$ cat src/rtl/regfile16_if.sv
// Operand-fetch bus for regfile16: one write port, one paired read
// launch, and the registered X/Y operands with their VALID strobe.
interface regfile16_if #(
   parameter int WIDTH = 16,
   parameter int NREGS = 8
);
   localparam int AW = (NREGS > 1) ? $clog2(NREGS) : 1;

   logic             WE;
   logic [AW-1:0]    WADDR;
   logic [WIDTH-1:0] WDATA;
   logic             RE;
   logic [AW-1:0]    RADDR_X;
   logic [AW-1:0]    RADDR_Y;
   logic [WIDTH-1:0] X;
   logic [WIDTH-1:0] Y;
   logic             VALID;

   modport master (
      output WE, WADDR, WDATA, RE, RADDR_X, RADDR_Y,
      input  X, Y, VALID
   );

   modport slave (
      input  WE, WADDR, WDATA, RE, RADDR_X, RADDR_Y,
      output X, Y, VALID
   );
endinterface

$ cat src/rtl/regfile16.sv
// Register file with hardwired-zero R0, one write port and two registered
// read ports that feed the bitwise logic units; same-edge writes bypass.
module regfile16 #(
   parameter int WIDTH = 16,
   parameter int NREGS = 8
) (
   input  logic       clk,
   input  logic       rst,
   regfile16_if.slave bus
);
   localparam int             AW      = (NREGS > 1) ? $clog2(NREGS) : 1;
   localparam logic [AW:0]    NREGS_W = (AW + 1)'(NREGS);

   logic [WIDTH-1:0] regs_r [NREGS];
   logic [WIDTH-1:0] x_r;
   logic [WIDTH-1:0] y_r;
   logic             valid_r;
   logic [WIDTH-1:0] x_next_s;
   logic [WIDTH-1:0] y_next_s;

   // R0 and addresses past the last register are not backed by storage.
   function automatic logic addr_live(input logic [AW-1:0] a);
      return (a != '0) && ({1'b0, a} < NREGS_W);
   endfunction

   // Operand selection: zero for dead addresses, write data on a same-edge hit.
   always_comb begin
      x_next_s = '0;
      y_next_s = '0;
      if (!addr_live(bus.RADDR_X)) begin
         x_next_s = '0;
      end else if (bus.WE && (bus.WADDR == bus.RADDR_X)) begin
         x_next_s = bus.WDATA;
      end else begin
         x_next_s = regs_r[bus.RADDR_X];
      end
      if (!addr_live(bus.RADDR_Y)) begin
         y_next_s = '0;
      end else if (bus.WE && (bus.WADDR == bus.RADDR_Y)) begin
         y_next_s = bus.WDATA;
      end else begin
         y_next_s = regs_r[bus.RADDR_Y];
      end
   end

   // Storage update and registered operand launch; reset overrides both.
   always_ff @(posedge clk) begin
      if (rst) begin
         for (int i = 0; i < NREGS; i++) begin
            regs_r[i] <= '0;
         end
         x_r     <= '0;
         y_r     <= '0;
         valid_r <= 1'b0;
      end else begin
         regs_r[0] <= '0;
         for (int i = 1; i < NREGS; i++) begin
            if (bus.WE && (bus.WADDR == AW'(i))) begin
               regs_r[i] <= bus.WDATA;
            end else begin
               regs_r[i] <= regs_r[i];
            end
         end
         valid_r <= bus.RE;
         if (bus.RE) begin
            x_r <= x_next_s;
            y_r <= y_next_s;
         end else begin
            x_r <= x_r;
            y_r <= y_r;
         end
      end
   end

   assign bus.X     = x_r;
   assign bus.Y     = y_r;
   assign bus.VALID = valid_r;
endmodule
$ cat src/flat_wrapper.sv
// flat-port wrapper written by rule: the top's interface ports become plain ports
module regfile16_flat 
#(
   parameter int WIDTH = 16,
   parameter int NREGS = 8
)
  (clk, rst, bus_WE, bus_WADDR, bus_WDATA, bus_RE, bus_RADDR_X, bus_RADDR_Y, bus_X, bus_Y, bus_VALID);
  regfile16_if #(.WIDTH(WIDTH), .NREGS(NREGS)) bus_i ();
  input  logic clk;
  input  logic rst;
  input wire logic [$bits(bus_i.WE)-1:0] bus_WE;
  input wire logic [$bits(bus_i.WADDR)-1:0] bus_WADDR;
  input wire logic [$bits(bus_i.WDATA)-1:0] bus_WDATA;
  input wire logic [$bits(bus_i.RE)-1:0] bus_RE;
  input wire logic [$bits(bus_i.RADDR_X)-1:0] bus_RADDR_X;
  input wire logic [$bits(bus_i.RADDR_Y)-1:0] bus_RADDR_Y;
  output wire logic [$bits(bus_i.X)-1:0] bus_X;
  output wire logic [$bits(bus_i.Y)-1:0] bus_Y;
  output wire logic [$bits(bus_i.VALID)-1:0] bus_VALID;
  assign bus_i.WE = bus_WE;
  assign bus_i.WADDR = bus_WADDR;
  assign bus_i.WDATA = bus_WDATA;
  assign bus_i.RE = bus_RE;
  assign bus_i.RADDR_X = bus_RADDR_X;
  assign bus_i.RADDR_Y = bus_RADDR_Y;
  assign bus_X = bus_i.X;
  assign bus_Y = bus_i.Y;
  assign bus_VALID = bus_i.VALID;
  regfile16 #(.WIDTH(WIDTH), .NREGS(NREGS)) u_core (.clk(clk), .rst(rst), .bus(bus_i));
endmodule
$ cat config.mk
export PLATFORM = sky130hd
export DESIGN_NAME = regfile16_flat
export DESIGN_NICKNAME = d
export VERILOG_FILES = /design/src/rtl/regfile16_if.sv /design/src/rtl/regfile16.sv /design/src/flat_wrapper.sv
export SDC_FILE = /design/constraint.sdc
export NUM_CORES = 1
export LEC_CHECK = 0
export CORE_MARGIN = 2
export CORE_UTILIZATION = 62
export CTS_CLUSTER_SIZE = 16
export DETAILED_ROUTE_END_ITERATION = 6
export HOLD_SLACK_MARGIN = 0.06
export PLACE_DENSITY = 0.85
export SLEW_MARGIN = 20
export SYNTH_ARGS = -nofsm -noshare
export SYNTH_HDL_FRONTEND = slang
export SYNTH_SLANG_ARGS = --single-unit
$ cat constraint.sdc
create_clock -name clk -period 3.7 [get_ports clk]
set_clock_uncertainty 0.2 [all_clocks]
set_input_delay 0.74 -clock clk [delete_from_list [all_inputs] [get_ports clk]]
set_output_delay 0.74 -clock clk [all_outputs]
set_load 0.005 [all_outputs]
# Word level (Yosys, flattened, before mapping)
# Memories as Yosys holds them, arrays and structs flattened.
# Cells that the tools add are included.
# totals
inputBits	29
ramBits	128
wordCells	117
output_inout_bits	33
reg_bits	33
mem_count	1
# mem_list
memory	words	width	rd	rd_ports_with_merged_regs	write_ports	line_no	text
u_core.regs_r	8	16	2	0	8	regfile16.sv:14	logic [WIDTH-1:0] regs_r [NREGS];
# classes
bitwise_logic	15
n_eq_ne	16
reduce_logical	18
mux	64
# op_table
cell	n
2-to-1 mux 16 bit	19
2-to-1 mux 1 bit	45
OR 1 bit	15
AND reduction 2 bit	7
equality test 3 bit, second input constant	4
logical AND 1 bit	9
inequality test 0 bit	7
equality test 3 x 2 -> 1 bit, second input constant	2
equality test 3 bit	2
nonzero test 3 bit	2
equality test 3 x 1 -> 1 bit, second input constant	1

# Depth between registers and ports, before layout
# depth
ltp_word	7
mapped_depth	7
mapped_depth_nobuf	4

# Worst setup path after synthesis
# No wires, ideal clock.
# synth_path
path_kind	in2reg
start	input bus_RADDR_X[1]
end	register u_core.x_r[10] (netlist: u_core.bus.X[10])
arrival_time_ns	1.990
setup_slack_ns	1.374
path_stages	5
t_required_ns	3.364
setup_ns	0.136
path_buffers	3
path_cell_list	buf_2 > buf_2 > o311ai_1 > buf_4 > o221ai_1
# synth_via
elab_chain_len	4
elab_cells_between_ends	6
cone_classes	eq/ne (1); mux (2); reduce/logical (2); memory (1)
# synth_rtl
item	line_no	text
start, declared	flat_wrapper.sv:15	input wire logic [$bits(bus_i.RADDR_X)-1:0] bus_RADDR_X;
parallel branches: the longest is 3 deep, another holds memory (8 x 16 bit)	n/a	
2-to-1 mux 16 bit *	regfile16.sv:30	if (!addr_live(bus.RADDR_X)) begin
end signal, assigned	regfile16.sv:66	x_r <= x_next_s;
end signal, assigned	regfile16.sv:69	x_r <= x_r;
end, declared	regfile16.sv:15	logic [WIDTH-1:0] x_r;
# Every way passes the cells marked *.
# A chain may end at the register's enable or synchronous reset.

# Final worst setup path
# layout_path
start	input bus_RADDR_Y[1]
end	register u_core.y_r[6] (netlist: u_core.bus.Y[6])
# layout_via
elab_chain_len	4
elab_cells_between_ends	6
cone_classes	eq/ne (1); mux (2); reduce/logical (2); memory (1)
# layout_rtl
item	line_no	text
start, declared	flat_wrapper.sv:16	input wire logic [$bits(bus_i.RADDR_Y)-1:0] bus_RADDR_Y;
parallel branches: the longest is 3 deep, another holds memory (8 x 16 bit)	n/a	
2-to-1 mux 16 bit *	regfile16.sv:37	if (!addr_live(bus.RADDR_Y)) begin
end signal, assigned	regfile16.sv:67	y_r <= y_next_s;
end signal, assigned	regfile16.sv:70	y_r <= y_r;
end, declared	regfile16.sv:16	logic [WIDTH-1:0] y_r;
# Marks and branches as above.

==> impl_metrics.csv <==
group,metric,value,unit
timing,hold_viol_final,0,
critical_path,cp-end-kind,"register",
grt,overflow,0,
finish,layout.nets,666,
clock_network,numCtsBuffers,17,
floorplanning,die_w,111,um
critical_path,critPathKind,"in2reg",
floorplanning,dieArea,0.0122,mm^2
route,first_iter_violations,697,
floorplanning,die_y,111,um
clock_network,cts_root_buffer,"clkbuf_16",
floorplanning,fp.coreArea,0.0110,mm^2
critical_path,crit_fanout,22,
place,routabilityCongestion,0.937,
pwr,leakage,3.15,nW
route,drt-vias-per-instance,6.99,
timing,finalMaxSlewViolations,0,
route,drc_errors,0,
grt,track_usage,0.330,
route,drt-total-wl,19.9,mm
flow_run,max-cap-violations,0,
synth,synthCells,583,
finish,synthToLayoutAreaGrowth,20.0,%
timing,setup_viol,0,
pwr,irDropWorstVdd,0.440,mV
timing,rsz0062_at_grt,"false",
synth,synth_fp_nets,612,
clock_network,post_cts_buffers,0,
finish,fin_util,0.770,
grt,groute.layer.met1.usage,0.399,
timing,min_period,2.77,ns
floorplanning,rows,38,
grt,grt_max_degree,45,
grt,globalRouteMet3Util,0.0785,
route,dr.pass1.iters,7,
timing,worst_slew_pin_slew,0.942,ns
route,num_vias,5523,
grt,top_usage_layer,"met2",
synth,ys_ff_latch,145,
clock_network,worstSkewPairLatency,0.42,ns
clock_network,clkTransAtPathRegs,0.06,ns
clock_network,cts_tree,"done",
timing,fmax,362,MHz
timing,post-route-period-util,0.748,
synth,seq_area_frac_synth,0.571,
clock_network,clockBufferDepth,2,
timing,setup_tns,0,ns
clock_network,cts_sinks,145,
synth,synth_cell_types,32,
grt,grt_pass1_wl,30.8,mm
finish,drive_gt1_frac,0.165,
synth,syn_area,0.00705,mm^2
grt,gr-usage-met2,0.557,
clock_network,cts_hold_buf,0,
worst_hold_path,hold_path.class,"reg2reg",
route,wire_per_inst,25.2,um
pwr,power_density,508,mW/mm^2
synth,synth_warnings,0,
clock_network,cts.repair.resized,0,
clock_network,htreeDepth,4,
status,status,"finished clean",
route,postRouteAntennaNets,0,
grt,first_global_vias,5693,
timing,slew-limit-headroom,0.370,
place,dpl.hpwl,12.4,mm
place,io_buffers,61,
finish,diodes,0,
floorplanning,ios,62,
critical_path,required,3.83,ns
critical_path,start_kind,"primary input",
floorplanning,initial_core_util,0.641,
critical_path,arrival,2.89,ns
synth,avgSynthCellArea,12.1,um^2
grt,antenna_found_initial,0,
==> critical path, cell delays in order <==
cell and delay (ns):
clkdlybuf4s50_1 0.49, buf_4 0.33, xnor2_1 0.13, and4_1 0.22
or3_1 0.68, o221ai_1 0.30
==> cells in the final DEF, fill, tap and decap left out, types with 17 or more instances in the layout <==
master,n
clkbuf_16,17
a221o_1,28
o221ai_1,32
buf_4,36
edfxtp_1,112
inv_1,17
mux2i_1,57
a221oi_1,28
dfxtp_1,33
nand2b_1,21
nand2_1,35
mux2_2,33
nor2_1,82
clkdlybuf4s50_1,59
==> final timing paths <==
| kind | from | endpoint | slack (ns) | cells past startpoint |
|---|---|---|---|---|
| worst max-delay path | bus_RADDR_Y[1] | u_core.bus.Y[6] | 0.93 | 6 |
| worst min-delay path | u_core.bus.Y[5] | u_core.bus.Y[5] | 0.26 | 2 |
| worst max register to register | u_core.regs_r[4][3] | u_core.bus.X[3] | 2.01 | 4 |
| worst min register to register | u_core.bus.Y[5] | u_core.bus.Y[5] | 0.26 | 2 |
==> state kept, by name (all words and copies together) (netlist names) <==
signal	cells
u_core.bus.Y	16
u_core.bus.X	16
u_core.bus.VALID	1
u_core.regs_r	112
==> cells in the mapped netlist, drive strengths merged <==
library cell | instances | area share
edfxtp | 112 | 0.48
nor2 | 83 | 0.044
nand2b | 21 | 0.019
a41o | 2 | 0.0028
a221o | 28 | 0.040
mux2 | 33 | 0.053
clkbuf | 40 | 0.023
and2 | 2 | 0.0018
dfxtp | 33 | 0.094
buf | 23 | 0.018
o21a | 3 | 0.0032
mux4 | 3 | 0.0096
a22oi | 4 | 0.0043
o31ai | 2 | 0.0021
and4 | 2 | 0.0025
a221oi | 28 | 0.035
or3 | 2 | 0.0018
o311ai | 2 | 0.0025
inv | 17 | 0.0091
a21oi | 2 | 0.0014
nand3 | 4 | 0.0028
o221ai | 32 | 0.040
xnor2 | 6 | 0.0075
a211oi | 1 | 0.0011
nor2b | 6 | 0.0053
mux2i | 57 | 0.081
nand2 | 35 | 0.019
==> area by class of cell <==
class / instances / area [um^2]
Multi-Input combinational cell: 358 / 2680
Clock inverter: 14 / 189
Clock buffer: 18 / 429
Sequential cell: 145 / 4020
Fill cell: 626 / 2530
Inverter: 17 / 63.8
Tap cell: 140 / 175
Timing Repair Buffer: 98 / 891
==> stage by stage <==
| step | setup slack (ns) | area, um^2 | std cells | hold slack (ns) | total power [mW] |
|---|---|---|---|---|---|
| floorplan | 1.37 | 7050 | 583 | 0.257 | 2.27 |
| global placement | 0.628 | 7840 | 758 | 0.249 | 2.47 |
| detailed placement | 0.546 | 7840 | 758 | 0.251 | 2.50 |
| CTS | 0.969 | 8450 | 790 | 0.266 | 4.28 |
| global route | 0.811 | 8450 | 790 | 0.296 | 4.39 |
| finish | 0.934 | 8450 | 790 | 0.265 | 4.29 |
==> where the power goes <==
part           switching (mW)  leakage (nW)  internal [mW]
Clock                   0.676         0.288           1.12
Sequential             0.0726          1.36           1.88
Combinational           0.284          1.50          0.250
==> routing by layer <==
metal  wire length [um]  part of all wire  vias up
met5                  0                 0        -
met2              10200              0.51      449
met1               6980              0.35     2687
met3               2160              0.11       65
met4                578             0.029        0
li1                   -                 -     2322
==> kinds of logic (layout without fill, tap and decap cells) <==
kind of cell / Yosys count / after routing / share of synthesized area
AO/OA/AOI/OAI: 104 / 104 / 0.132
flip-flops: 145 / 145 / 0.571
XOR/XNOR: 6 / 6 / 0.00746
multiplexers: 93 / 93 / 0.143
buffers and inverters: 80 / 147 / 0.0506
AND/OR/NAND/NOR: 155 / 155 / 0.0957
Power figures use the tool's default switching activity.
